File: src/rtl/acc_alu_pkg.sv
// Shared types for the accumulator ALU: opcodes, the flag set, FSM states
// and the opcode-group masks used by the flag logic.
package acc_alu_pkg;

   typedef enum logic [3:0] {
      OP_NOP = 4'h0,
      OP_LDA = 4'h1,
      OP_LDR = 4'h2,
      OP_ADD = 4'h3,
      OP_SUB = 4'h4,
      OP_ADC = 4'h5,
      OP_SBC = 4'h6,
      OP_AND = 4'h7,
      OP_OR  = 4'h8,
      OP_XOR = 4'h9,
      OP_SHL = 4'hA,
      OP_SHR = 4'hB,
      OP_MUL = 4'hC,
      OP_MOV = 4'hD,
      OP_OUT = 4'hE,
      OP_CLR = 4'hF
   } op_e;

   typedef struct packed {
      logic cf;
      logic zf;
      logic nf;
      logic vf;
   } flags_t;

   typedef enum logic {
      ST_IDLE = 1'b0,
      ST_MUL  = 1'b1
   } state_e;

   // One bit per opcode: set when the opcode belongs to the group.
   localparam logic [15:0] IS_ARITH   = 16'h0078;
   localparam logic [15:0] IS_LOGIC   = 16'h0380;
   localparam logic [15:0] WRITES_ACC = 16'h1FFA;

   function automatic logic op_in(input logic [15:0] grp, input op_e op);
      return grp[op];
   endfunction

endpackage

File: src/rtl/acc_alu_mul.sv
// Shift-add unsigned multiplier, one partial product per cycle for WIDTH cycles.
// done is asserted alongside the last iteration; prod is valid while done is high.
module acc_alu_mul #(
   parameter int WIDTH = 8
) (
   input  logic                 clk,
   input  logic                 rst_n,
   input  logic                 start,
   input  logic [WIDTH-1:0]     a,
   input  logic [WIDTH-1:0]     b,
   output logic                 busy,
   output logic                 done,
   output logic [2*WIDTH-1:0]   prod
);

   localparam int CW = (WIDTH > 1) ? $clog2(WIDTH) : 1;

   logic [CW-1:0]        cnt_q, cnt_d;
   logic                 busy_q, busy_d;
   logic [2*WIDTH-1:0]   mcand_q, mcand_d;
   logic [2*WIDTH-1:0]   psum_q, psum_d;
   logic [WIDTH-1:0]     mplier_q, mplier_d;
   logic [2*WIDTH-1:0]   sum;

   always_comb begin
      sum      = psum_q + (mplier_q[0] ? mcand_q : '0);
      cnt_d    = cnt_q;
      busy_d   = busy_q;
      mcand_d  = mcand_q;
      psum_d   = psum_q;
      mplier_d = mplier_q;
      if (start && !busy_q) begin
         busy_d   = 1'b1;
         cnt_d    = CW'(WIDTH - 1);
         mcand_d  = {{WIDTH{1'b0}}, a};
         mplier_d = b;
         psum_d   = '0;
      end else if (busy_q) begin
         psum_d   = sum;
         mcand_d  = mcand_q << 1;
         mplier_d = mplier_q >> 1;
         if (cnt_q == '0) begin
            busy_d = 1'b0;
         end else begin
            cnt_d = cnt_q - CW'(1);
         end
      end
   end

   always_ff @(posedge clk or negedge rst_n) begin
      if (!rst_n) begin
         cnt_q    <= '0;
         busy_q   <= 1'b0;
         mcand_q  <= '0;
         psum_q   <= '0;
         mplier_q <= '0;
      end else begin
         cnt_q    <= cnt_d;
         busy_q   <= busy_d;
         mcand_q  <= mcand_d;
         psum_q   <= psum_d;
         mplier_q <= mplier_d;
      end
   end

   assign busy = busy_q;
   assign done = busy_q && (cnt_q == '0);
   assign prod = sum;

endmodule

File: src/rtl/acc_alu_seq.sv
// Accumulator ALU with operand register file, flags, OUT result port and a
// multi-cycle multiply. Commands arrive over a valid/ready port.
//   state   | meaning
//   IDLE    | ready; single-cycle ops complete on the accepting edge
//   MUL     | multiplier iterating; commands are held off
module acc_alu_seq
   import acc_alu_pkg::*;
#(
   parameter int WIDTH = 8,
   parameter int NREGS = 4,
   localparam int SELW = $clog2(NREGS)
) (
   input  logic              clk,
   input  logic              rst_n,
   input  logic              cmd_valid,
   output logic              cmd_ready,
   input  logic [3:0]        cmd_op,
   input  logic [SELW-1:0]   cmd_sel,
   input  logic [WIDTH-1:0]  cmd_data,
   output logic [WIDTH-1:0]  acc,
   output logic              res_valid,
   output logic [WIDTH-1:0]  res_data,
   output logic              cf,
   output logic              zf,
   output logic              nf,
   output logic              vf
);

   state_e             state_q, state_d;
   logic [WIDTH-1:0]   acc_q, acc_d;
   logic [WIDTH-1:0]   res_q, res_d;
   logic               res_valid_q, res_valid_d;
   logic [WIDTH-1:0]   regs_q [NREGS];
   logic [WIDTH-1:0]   regs_d [NREGS];
   flags_t             flg_q, flg_d;

   op_e                op;
   logic [WIDTH-1:0]   r_val;
   logic               accept;
   logic [WIDTH:0]     arith;
   logic               vf_arith;
   logic               mul_busy, mul_done;
   logic [2*WIDTH-1:0] mul_prod;

   assign op        = op_e'(cmd_op);
   assign r_val     = regs_q[cmd_sel];
   assign cmd_ready = (state_q == ST_IDLE) && !mul_busy;
   assign accept    = cmd_valid && cmd_ready;

   acc_alu_mul #(.WIDTH(WIDTH)) u_mul (
      .clk   (clk),
      .rst_n (rst_n),
      .start (accept && (op == OP_MUL)),
      .a     (acc_q),
      .b     (r_val),
      .busy  (mul_busy),
      .done  (mul_done),
      .prod  (mul_prod)
   );

   // Borrow falls out of bit WIDTH because the unsigned operands are zero-extended.
   always_comb begin
      unique case (op)
         OP_ADD:  arith = {1'b0, acc_q} + {1'b0, r_val};
         OP_ADC:  arith = {1'b0, acc_q} + {1'b0, r_val} + {{WIDTH{1'b0}}, flg_q.cf};
         OP_SUB:  arith = {1'b0, acc_q} - {1'b0, r_val};
         OP_SBC:  arith = {1'b0, acc_q} - {1'b0, r_val} - {{WIDTH{1'b0}}, flg_q.cf};
         default: arith = '0;
      endcase
      if (op == OP_SUB || op == OP_SBC) begin
         vf_arith = (acc_q[WIDTH-1] != r_val[WIDTH-1]) && (arith[WIDTH-1] != acc_q[WIDTH-1]);
      end else begin
         vf_arith = (acc_q[WIDTH-1] == r_val[WIDTH-1]) && (arith[WIDTH-1] != acc_q[WIDTH-1]);
      end
   end

   always_comb begin
      state_d     = state_q;
      acc_d       = acc_q;
      res_d       = res_q;
      res_valid_d = 1'b0;
      regs_d      = regs_q;
      flg_d       = flg_q;
      if (state_q == ST_MUL) begin
         if (mul_done) begin
            acc_d    = mul_prod[WIDTH-1:0];
            flg_d.cf = |mul_prod[2*WIDTH-1:WIDTH];
            flg_d.vf = 1'b0;
            flg_d.zf = (acc_d == '0);
            flg_d.nf = acc_d[WIDTH-1];
            state_d  = ST_IDLE;
         end
      end else if (accept) begin
         if (op_in(IS_ARITH, op)) begin
            acc_d    = arith[WIDTH-1:0];
            flg_d.cf = arith[WIDTH];
            flg_d.vf = vf_arith;
         end
         if (op_in(IS_LOGIC, op)) begin
            flg_d.vf = 1'b0;
         end
         case (op)
            OP_LDA: acc_d = cmd_data;
            OP_LDR: regs_d[cmd_sel] = cmd_data;
            OP_AND: acc_d = acc_q & r_val;
            OP_OR:  acc_d = acc_q | r_val;
            OP_XOR: acc_d = acc_q ^ r_val;
            OP_SHL: begin
               acc_d    = {acc_q[WIDTH-2:0], 1'b0};
               flg_d.cf = acc_q[WIDTH-1];
               flg_d.vf = 1'b0;
            end
            OP_SHR: begin
               acc_d    = {1'b0, acc_q[WIDTH-1:1]};
               flg_d.cf = acc_q[0];
               flg_d.vf = 1'b0;
            end
            OP_MUL: state_d = ST_MUL;
            OP_MOV: regs_d[cmd_sel] = acc_q;
            OP_OUT: begin
               res_d       = acc_q;
               res_valid_d = 1'b1;
            end
            OP_CLR: begin
               acc_d = '0;
               flg_d = '0;
            end
            default: ;
         endcase
         // MUL updates zf/nf when its result lands, not on acceptance.
         if (op_in(WRITES_ACC, op) && op != OP_MUL) begin
            flg_d.zf = (acc_d == '0);
            flg_d.nf = acc_d[WIDTH-1];
         end
      end
   end

   always_ff @(posedge clk or negedge rst_n) begin
      if (!rst_n) begin
         state_q     <= ST_IDLE;
         acc_q       <= '0;
         res_q       <= '0;
         res_valid_q <= 1'b0;
         flg_q       <= '0;
         for (int i = 0; i < NREGS; i++) regs_q[i] <= '0;
      end else begin
         state_q     <= state_d;
         acc_q       <= acc_d;
         res_q       <= res_d;
         res_valid_q <= res_valid_d;
         flg_q       <= flg_d;
         regs_q      <= regs_d;
      end
   end

   assign acc       = acc_q;
   assign res_valid = res_valid_q;
   assign res_data  = res_q;
   assign cf        = flg_q.cf;
   assign zf        = flg_q.zf;
   assign nf        = flg_q.nf;
   assign vf        = flg_q.vf;

endmodule
File: config.mk
export PLATFORM = sky130hd
export DESIGN_NAME = acc_alu_seq
export DESIGN_NICKNAME = d
export VERILOG_FILES = /design/src/rtl/acc_alu_pkg.sv /design/src/rtl/acc_alu_mul.sv /design/src/rtl/acc_alu_seq.sv
export SDC_FILE = /design/constraint.sdc
export NUM_CORES = 1
export LEC_CHECK = 0
export ABC_AREA = 1
export CORE_ASPECT_RATIO = 2
export CORE_UTILIZATION = 35
export CTS_CLUSTER_DIAMETER = 30
export CTS_CLUSTER_SIZE = 12
export DETAILED_ROUTE_END_ITERATION = 6
export REMOVE_ABC_BUFFERS = 1
export SYNTH_ARGS = -nofsm -noshare
export SYNTH_HDL_FRONTEND = slang
export SYNTH_HIERARCHICAL = 1
export SYNTH_SLANG_ARGS = --single-unit
export TNS_END_PERCENT = 30
File: constraint.sdc
create_clock -name clk -period 3.3 [get_ports clk]
set_input_delay 0.495 -clock clk [delete_from_list [all_inputs] [get_ports clk]]
set_output_delay 0.495 -clock clk [all_outputs]
set_load 0.005 [all_outputs]
* Word level (Yosys, flattened, before mapping)
Memory sizes are Yosys's and may differ from the RTL's.
Index checks and enable logic that the tools add are counted.
** Cells by class
- Eq/ne operators :: 21
- Magnitude comparators :: 3
- $add $sub $neg :: 6
- Reductions and logical operators :: 29
- Bitwise gates (word level) :: 5
- Mux-type cells :: 50
** Operators by type and width (count)
- 2-to-1 mux 8 bit :: 11
- 2-to-1 mux 16 bit :: 5
- bitwise mux 32 bit :: 2
- case mux 32 bit (2 select lines) :: 1
- case mux 8 bit (7 select lines) :: 1
- case mux 9 bit (4 select lines) :: 1
- == test 4 bit, second input constant :: 8
- 2-to-1 mux 1 bit :: 18
- adder 16 bit :: 1
- binary-select mux 8 bit (select 2 bit) :: 1
- demux 8 bit (select 2 bit) :: 1
- == test 4 x 3 -> 1 bit, second input constant :: 4
- logical NOT 8 bit :: 2
- AND reduction 3 bit :: 5
- 2-to-1 mux 4 bit :: 3
- adder 8 x 8 -> 9 bit :: 1
- adder 9 x 1 -> 9 bit :: 1
- logical AND 1 bit :: 9
- 2-to-1 mux 3 bit :: 3
- subtractor 8 x 8 -> 9 bit :: 1
- subtractor 9 x 1 -> 9 bit :: 1
- bitwise AND 8 bit :: 1
- == test 4 x 2 -> 1 bit, second input constant :: 2
- bitwise OR 8 bit :: 1
- other kinds (24) :: 30
** Word-level totals
- Memories kept :: 3
- Input port bits :: 17
- ROM bits :: 48
- Logic and storage cells :: 134
- Register bits :: 98
- Output and inout bits :: 22
** Memories
- (no name shown) :: words 16, bits a word 1, read ports 1, clocked after Yosys merged registers in 0, write ports 0, RTL line acc_alu_pkg.sv:42 : return grp[op];
- (no name shown) :: words 16, bits a word 1, read ports 1, clocked after Yosys merged registers in 0, write ports 0, RTL line acc_alu_pkg.sv:42
- (no name shown) :: words 16, bits a word 1, read ports 1, clocked after Yosys merged registers in 0, write ports 0, RTL line acc_alu_pkg.sv:42

* Longest topological paths before layout
Gate-level depths: netlist of the first run.
- Word-level depth :: 15
- Gate-level depth with buffers :: 23
- Mapped depth without buffers :: 23

* By module
Netlist of the first run, hierarchy kept.
** Modules (own cells, without submodules)
- acc_alu_seq :: area each 4544.4 µm², sequential area each 1351.3 µm², cells each 705, instances 1
- acc_alu_mul :: area each 2821.5 µm², sequential area each 1101.1 µm², cells each 386, instances 1

* Least setup slack after synthesis of the first run
OpenSTA, ideal clock, no wires.
- Path kind :: input to register
- Start point :: in cmd_sel[0]
- End point :: reg flg_q (netlist bit zf)
- Arrival :: 3028 ps
- Path buffers :: 0
- Required time :: 3223 ps
- Library setup time :: 77 ps
- Setup slack :: 194 ps
- Cell stages on the path :: 18
- Cells stage by stage :: nor2_1 -> a22oi_1 -> and2_1 -> inv_1 -> ha_1 -> fa_1 -> ha_1 -> nand2_1 -> nand2_1 -> nor2_1 -> nand2_1 -> a21oi_1 -> nand3_1 -> nor2_1 -> nand2_1 -> nor2_1 -> nand3_1 -> a21oi_1
** Between the ends
- Longest elaborated chain between the ends :: 15
- Elaborated cells between the ends (all ways) :: 20
- Those cells by class :: add/sub: 4; mux: 11; bitwise: 4; reduce/logical: 1
** Ends and longest elaborated chain
- start, declared :: RTL line acc_alu_seq.sv:18 : input logic [SELW-1:0] cmd_sel,
- NOT 2 -> 3 bit (implied by the code) * :: RTL line acc_alu_seq.sv:46 : assign r_val = regs_q[cmd_sel];
- binary-select mux 8 bit (select 2 bit) * :: RTL line acc_alu_seq.sv:46
- 2-to-1 mux 8 bit (implied by the code) * (2 in series) :: RTL line acc_alu_seq.sv:46
- net r_val[0] :: RTL line acc_alu_seq.sv:38 : logic [WIDTH-1:0] r_val;
- subtractor 8 x 8 -> 9 bit or adder 8 x 8 -> 9 bit (tied branches)
- subtractor 9 x 1 -> 9 bit or adder 9 x 1 -> 9 bit (tied branches) :: RTL line acc_alu_seq.sv:67, acc_alu_seq.sv:65
- case mux 9 bit (4 select lines) :: RTL line acc_alu_seq.sv:63 : unique case (op)
- 2-to-1 mux 8 bit :: RTL line acc_alu_seq.sv:94 : if (op_in(IS_ARITH, op)) begin
- case mux 8 bit (7 select lines) * :: RTL line acc_alu_seq.sv:102 : case (op)
- 2-to-1 mux 8 bit * :: RTL line acc_alu_seq.sv:93 : end else if (accept) begin
- 2-to-1 mux 8 bit * :: RTL line acc_alu_seq.sv:84 : if (state_q == ST_MUL) begin
- logical NOT 8 bit * :: RTL line acc_alu_seq.sv:132 : flg_d.zf = (acc_d == '0);
- 2-to-1 mux 2 bit * :: RTL line acc_alu_seq.sv:131 : if (op_in(WRITES_ACC, op) && op != OP_MUL) begin
- 2-to-1 mux 4 bit * :: RTL line acc_alu_seq.sv:93
- 2-to-1 mux 4 bit * :: RTL line acc_alu_seq.sv:84
- end signal, assigned :: RTL line acc_alu_seq.sv:151 : flg_q <= flg_d;
- end, declared :: RTL line acc_alu_seq.sv:35 : flags_t flg_q, flg_d;
The timed path passes the listed nets; every way through them passes the cells marked *. The select of a mux whose other input is x is not followed.
A chain may end at the register's enable or synchronous reset.

* Final worst setup path of the first run
- Start point :: in cmd_sel[0]
- End point :: reg flg_q (netlist bit zf)
** Between the ends
- Longest elaborated chain between the ends :: 15
- Elaborated cells between the ends (all ways) :: 20
- Those cells by class :: add/sub: 4; mux: 11; bitwise: 4; reduce/logical: 1
** Ends and longest elaborated chain (RTL line)
- NOT 2 -> 3 bit (implied by the code) * :: acc_alu_seq.sv:46
- binary-select mux 8 bit (select 2 bit) * :: acc_alu_seq.sv:46
- 2-to-1 mux 8 bit (implied by the code) * (2 in series) :: acc_alu_seq.sv:46
- subtractor 8 x 8 -> 9 bit or adder 8 x 8 -> 9 bit (tied branches)
- subtractor 9 x 1 -> 9 bit or adder 9 x 1 -> 9 bit (tied branches) :: acc_alu_seq.sv:67, acc_alu_seq.sv:65
- case mux 9 bit (4 select lines) :: acc_alu_seq.sv:63
- 2-to-1 mux 8 bit :: acc_alu_seq.sv:94
- case mux 8 bit (7 select lines) * :: acc_alu_seq.sv:102
- 2-to-1 mux 8 bit * :: acc_alu_seq.sv:93
- 2-to-1 mux 8 bit * :: acc_alu_seq.sv:84
- logical NOT 8 bit * :: acc_alu_seq.sv:132
- 2-to-1 mux 2 bit * :: acc_alu_seq.sv:131
- 2-to-1 mux 4 bit * :: acc_alu_seq.sv:93
- 2-to-1 mux 4 bit * :: acc_alu_seq.sv:84
Every way passes the cells marked *; elsewhere a longest branch is shown, timed or not. The select of a mux whose other input is x is not followed.

==> results of run 1 <==
[synth_stat cells, types with 2 or more instances]
master	number	area, µm²
clkbuf_1	12	45.0
o211ai_1	3	22.5
buf_6	3	33.8
xnor2_1	2	17.5
a31oi_1	3	18.8
nor3_2	3	30.0
buf_4	2	15.0
inv_1	159	597
nand3b_1	8	60.1
a221oi_1	3	26.3
nor2_2	6	37.5
nand4_1	9	56.3
nor2_1	81	304
o22ai_1	23	144
nand2_1	347	1300
o221ai_1	12	105
nor4_1	3	18.8
o21ai_1	3	15.0
ha_1	45	563
fa_1	3	60.1
a22oi_1	12	90.1
xor2_1	6	52.6
and2_1	12	75.1
buf_2	9	45.0
nand3_1	75	375
dfrtp_1	98	2450
a21oi_1	39	195
nand2_2	5	31.3
inv_2	3	11.3
nor3_1	5	25.0
o21ai_0	81	405
a22o_1	4	35.0
[where the power goes]
group	leakage, µW	total, µW	switching (µW)	internal, µW
logic	0.00329	186	126	59.7
registers	0.00115	1200	0.220	1200
clock network	0.000140	1050	501	548
[cell families after synthesis]
group                      Yosys count  synth area share, %
AOI/OAI and AO/OA                  188                 14.9
xor gates and xnor gates             9                 1.17
adders and majority gates           48                 8.46
buffers and inverters              190                 10.3
DFF                                 98                 33.3
and+or+nand+nor                    558                 31.8
[worst max path at each step]
stage / to / slack (ps) / cells past startpoint
final: zf$_DFFE_PN0P_ / 140 / 21
after global routing: zf$_DFFE_PN0P_ / -20 / 21
after CTS: zf$_DFFE_PN0P_ / 9 / 21
after detailed placement: acc[6]$_DFFE_PN0P_ / -730 / 22
after global placement: acc[6]$_DFFE_PN0P_ / -660 / 21
after floorplan: acc[6]$_DFFE_PN0P_ / 190 / 19
[cell usage in the layout, fill, tap and decap left out, types with 3 or more instances in the layout]
cell             synthesis  routed
and2_4                   0       3
a22o_1                   4       4
clkdlybuf4s50_1          0      35
clkbuf_16                0       9
nor2_1                  81      72
o22ai_1                 23      23
a22oi_2                  0       4
a31oi_1                  3       3
a21oi_2                  1       4
inv_1                  159     155
nand4_1                  9       9
nor3_1                   5       5
nor4_1                   3       3
ha_2                     0       5
nand3_1                 75      73
buf_4                    2     110
o211ai_1                 3       3
xor2_1                   6       6
dfrtp_1                 98      98
nand2_2                  5       9
o221ai_1                12      12
nand2_1                347     343
and2_1                  12       9
clkinvlp_4               0       3
o21ai_1                  3       5
a22oi_1                 12       8
inv_2                    3       7
nand3b_1                 8       8
nor2_2                   6      14
a21oi_1                 39      36
ha_1                    45      40
o21ai_0                 81      79
nor3_2                   3       3
[routing by layer]
metal  global-route usage (%)  share of wire (%)  up-vias
li1                         -                  -     3795
met1                     23.4                 33     3591
met2                     48.8                 53      216
met3                     3.65                3.2      146
met4                     25.0                 11        0
met5                        0                  0        -
[through the flow]
stage	total power, µW	setup slack [ps]	utilization, %
4_1_cts	2460	9.24	44.2
2_1_floorplan	1290	190	-
3_5_place_dp	1410	-725	42.6
5_1_grt	2520	-23.6	44.6
6_report	2440	142	44.6
3_3_place_gp	1410	-662	42.6
[critical path: stages]
cell and delay, ps:
clkbuf_2 120, nor2_2 210, a22oi_1 120, and2_4 180, buf_4 130, ha_2 380
inv_1 80, ha_1 230, ha_2 330, inv_1 40, nand2_1 50, nand2_1 70
nor2_2 100, nand2_1 80, a21oi_1 160, nand3_1 90, nor2_1 130, nand2_1 70
nor2_1 120, nand3_2 100, a21oi_2 140
[cell type report]
| class | count | share of cell area, % |
|---|---|---|
| clock inverter | 6 | 0.600 |
| clock buffer | 10 | 2.61 |
| multi-input combinational | 803 | 46.5 |
| inverter | 164 | 6.78 |
| timing repair buffer | 148 | 13.2 |
| tap | 266 | 3.63 |
| sequential | 98 | 26.7 |
[state kept, by name, indices dropped and copies added (netlist names)]
register / count
regs_q: 32
u_mul/mcand_q: 16
u_mul/psum_q: 16
acc: 8
res_data: 8
u_mul/mplier_q: 8
u_mul/cnt_q: 3
cf: 1
nf: 1
res_valid: 1
state_q: 1
u_mul/busy: 1
vf: 1
zf: 1
[what timing repair did]
action / CTS / global route
setup endpoints to repair: 10 / 10
pin swaps: 2 / 8
buffers inserted: 1 / 1
gates resized for setup: 11 / 35
==> qor.yml, run 1 <==
cp.arrival_ps: 3440
path_clk_slew_ps: 70
die_x_um: 105
synth-seq-cells: 98
cts_root_buffer: "clkbuf_16"
final_hold_viol_count: 0
yosysSeqAreaShare_pct: 33.3
drv_cap: 0
ir_drop_mv: 0.261
hold_buffers: 0
first_iter_violations: 337
clock_path_buffers: 2
dpl.cell_count: 1477
diodes: 0
instances_no_fill: 1495
cts_tree: "built"
clkSinkCount: 98
grt_pass1_wl_um: 42400
antenna_found_initial: 0
nFillCells: 2175
startpoint: "cmd_sel[0]"
first_pass_iters: 5
path_max_fanout: 4
power_density_nw_per_um2: 266
first_global_vias: 7996
max_freq_ghz: 0.317
grt_max_degree: 41
gp_congestion: 1.05
fin_crit_sh_pct: 95.7
outcome: "finished, final reports clean"
r2r_end: "zf$_DFFE_PN0P_"
grt_util_all_layers_pct: 26.1
areaGrowthSynthToFinish_pct: 24.5
clock_latency_ps: 350
place_hpwl_um: 22400
synth_ff_type: "dfrtp_1"
tightest_slew_ps: 1040
slew_headroom_pct: 30.3
die_height_um: 207
cp-end-kind: "flip-flop"
via_per_inst: 5.18
postSynth.asyncResetShare_pct: 100
multi_input_area_um2: 4260
cts_buffers: 9
core-area_um2: 20600
finalSetupViolCount: 0
wl_per_cell_um: 18.4
worstRegToRegCells: 20
syn-instance-count: 1091
hp-class: "in2async"
drive_gt1_share_pct: 15.4
drtAntennaViolNets: 0
finalCriticalPeriod_ps: 3160
synth_warnings: 6
tns_ps: 0
r2r-start: "regs_q[24]$_DFFE_PN0P_"
globalRouteOverflowTotal: 0
critPathKind: "in2reg"
fin_area_um2: 9170
ys_types: 44
num_io_pins: 39
initial_core_util_pct: 35.8
syn_area_um2: 7370
seq_area_um2: 2450
via_count: 7748
rrSetupSlack_ps: 220
fin_skew_ps: 7.47
leakage_uw: 0.00458
drv_slew: 0
drt-total-wl_um: 27500
cp-start-kind: "input pin"
synth-edff-count: 0
fin_nets: 1289
numPortBuffers: 38
hold_ws_ps: 106
place_area_um2: 8760
die_area_um2: 21700
synth.avg_cell_area_um2: 6.75
drc_errors: 0
num_rows: 74
htree_num_levels: 3
required_ps: 3580
(Power assumes the default switching activity.)
==> run 2: changes to the inputs <==
Settings changed: SETUP_SLACK_MARGIN set to 0.05.
==> run 2 against run 1 <==
Net effect:
- wire length rose by 0.46%
- power grew 0.26%
- utilization up 0.23 points
- non-clock buffer count up 1
- largest power group unchanged
- largest cell class unchanged
==> qor.yml, run 2 (synthesis results as in run 1) <==
via_count: 7811  # +0.81%
globalRouteOverflowTotal: 0  # unchanged
areaGrowthSynthToFinish_pct: 25.1
largestRegisters: "regs_q (32), u_mul/mcand_q (16), u_mul/psum_q (16)"
final_cell_mix: "338 x nand2_1, 154 x inv_1, 111 x buf_4, 98 x dfrtp_1, 79 x o21ai_0"
path_clk_slew_ps: 70  # about the same
fin_skew_ps: 7.72  # +0.254 ps
htree_num_levels: 3  # unchanged
cp-end-kind: "flip-flop"
clkSinkCount: 98  # unchanged
fin_nets: 1290  # +0.078%
clock_path_buffers: 2  # unchanged
max_freq_ghz: 0.319  # +0.85%
cts_buffers: 9  # unchanged
drc_errors: 0  # unchanged
antenna_found_initial: 0  # unchanged
swShare_pct: 25.9  # +0.18 points
final_hold_viol_count: 0  # unchanged
largest_reg_flops: 32  # unchanged
fin_crit_sh_pct: 94.9  # -0.81 points
p_int_uw: 1810  # about the same
power_frac_comb_pct: 7.7  # about the same
finalSetupViolCount: 0  # unchanged
drv_slew: 0  # unchanged
finalCriticalPeriod_ps: 3130  # -26.6 ps
grt_max_degree: 41  # unchanged
tns_ps: 0  # unchanged
first_iter_violations: 358  # +6.2%
hp-class: "in2async"
cp.arrival_ps: 3420  # -20 ps
rsz0062_at_grt: "true"
drive_gt1_share_pct: 16.1  # +0.72 points
grt_util_all_layers_pct: 26.1  # about the same
first_global_vias: 8010  # +0.18%
initial_core_util_pct: 35.8  # unchanged
die_area_um2: 21700  # unchanged
die_x_um: 105  # unchanged
clock_latency_ps: 360  # about the same
place_hpwl_um: 22400  # unchanged
numPortBuffers: 38  # unchanged
wl_per_cell_um: 18.5  # +0.39%
ir_drop_mv: 0.260  # -0.14%
die_height_um: 207  # unchanged
p_switching_uw: 633  # +0.94%
cts_tree: "built"
gp_congestion: 1.05  # unchanged
diodes: 0  # unchanged
path_max_fanout: 7  # +3
layout.cells.most_common: "nand2_1"
drv_cap: 0  # unchanged
totalPowerFinal_uw: 2440  # +0.26%
seq_power_share_pct: 49.2  # about the same
required_ps: 3590  # about the same
cp-start-kind: "input pin"
first_pass_iters: 5  # unchanged
power_density_nw_per_um2: 265  # -0.24%
leakage_uw: 0.00460  # +0.32%
core-area_um2: 20600  # unchanged
outcome: "finished, final reports clean"
drt-total-wl_um: 27600  # +0.46%
drtAntennaViolNets: 0  # unchanged
cts_root_buffer: "clkbuf_16"
num_rows: 74  # unchanged
via_per_inst: 5.22  # +0.75%
max_flop_register: "regs_q"
num_io_pins: 39  # unchanged
grt_pass1_wl_um: 42400  # about the same
slew_headroom_pct: 32.1  # +1.7 points
hold_buffers: 0  # unchanged
power.share.clock_pct: 43.2  # about the same
critPathKind: "in2reg"
tightest_slew_ps: 1020  # -26.1 ps
-- run 2: layer usage --
metal  wire length, µm  vias to the layer above  part of all wire [%]  global-route usage, %
met3              1060                      136                   3.8                   3.68
met4              2880                        0                    10                   25.1
met5                 0                        -                     0                      0
met1              9020                     3632                    33                   23.3
met2             14700                      247                    53                   48.8
li1                  -                     3796                     -                      -
-- run 2: what timing repair did --
action	4_1_cts	5_1_grt
setup buffers	2	1
pin swaps	8	13
endpoints found under the setup margin	10	10
gates resized for setup	19	37
-- run 2: layout make-up --
cell class                      instances  area (µm²)
Clock inverter                          6        55.1
Clock buffer                           10         239
Timing Repair Buffer                  149        1210
Multi-Input combinational cell        803        4300
Sequential cell                        98        2450
Tap cell                              266         333
Fill cell                            2169       11300
Inverter                              164         623
-- run 2: critical path, stage by stage --
cell,delay (ps)
clkbuf_2,130
nor2_2,210
buf_4,160
a22oi_1,90
and2_4,180
ha_1,360
buf_12,140
inv_4,40
a21oi_2,260
nand3_1,200
nand3_1,130
nand2_1,50
nor2_1,110
nand3_2,120
nand2_1,80
nand2_1,70
nor2_1,160
nand2_1,80
nor2_2,100
nand3_2,90
a21oi_2,140
-- run 2: final timing paths --
path / endpoint / cells past startpoint / start / slack (ps)
setup / recovery: zf$_DFFE_PN0P_ / 21 / cmd_sel[0] / 170
hold / removal: u_mul/psum_q[14]$_DFFE_PN0P_ / 1 / rst_n / 110
min in group clk: u_mul/cnt_q[2]$_DFFE_PN0P_ / 1 / u_mul/cnt_q[2]$_DFFE_PN0P_ / 480
hold reg to reg: u_mul/cnt_q[2]$_DFFE_PN0P_ / 1 / u_mul/cnt_q[2]$_DFFE_PN0P_ / 480
max in group asynchronous: regs_q[22]$_DFFE_PN0P_ / 2 / rst_n / 2360
setup reg to reg: zf$_DFFE_PN0P_ / 20 / regs_q[24]$_DFFE_PN0P_ / 270
-- run 2: power by group through the flow --
stage / Clock [µW] / Combinational, µW / Sequential [µW]
floorplan: 0 / 69.8 / 1220
finish: 1050 / 187 / 1200
detailed placement: 0 / 183 / 1220
global route: 1120 / 203 / 1200
CTS: 1070 / 184 / 1200
global placement: 0 / 182 / 1220
-- run 2: per-stage QoR --
step	utilization [%]	hold WS, ps	instance area (µm²)	std cells	setup WS [ps]
finish	44.8	107	9220	1496	169
CTS	44.3	117	9110	1495	50.4
detailed placement	42.6	474	8760	1477	-725
global placement	42.6	467	8760	1477	-662
global route	44.8	145	9220	1496	14.1
floorplan	-	199	7230	1065	190
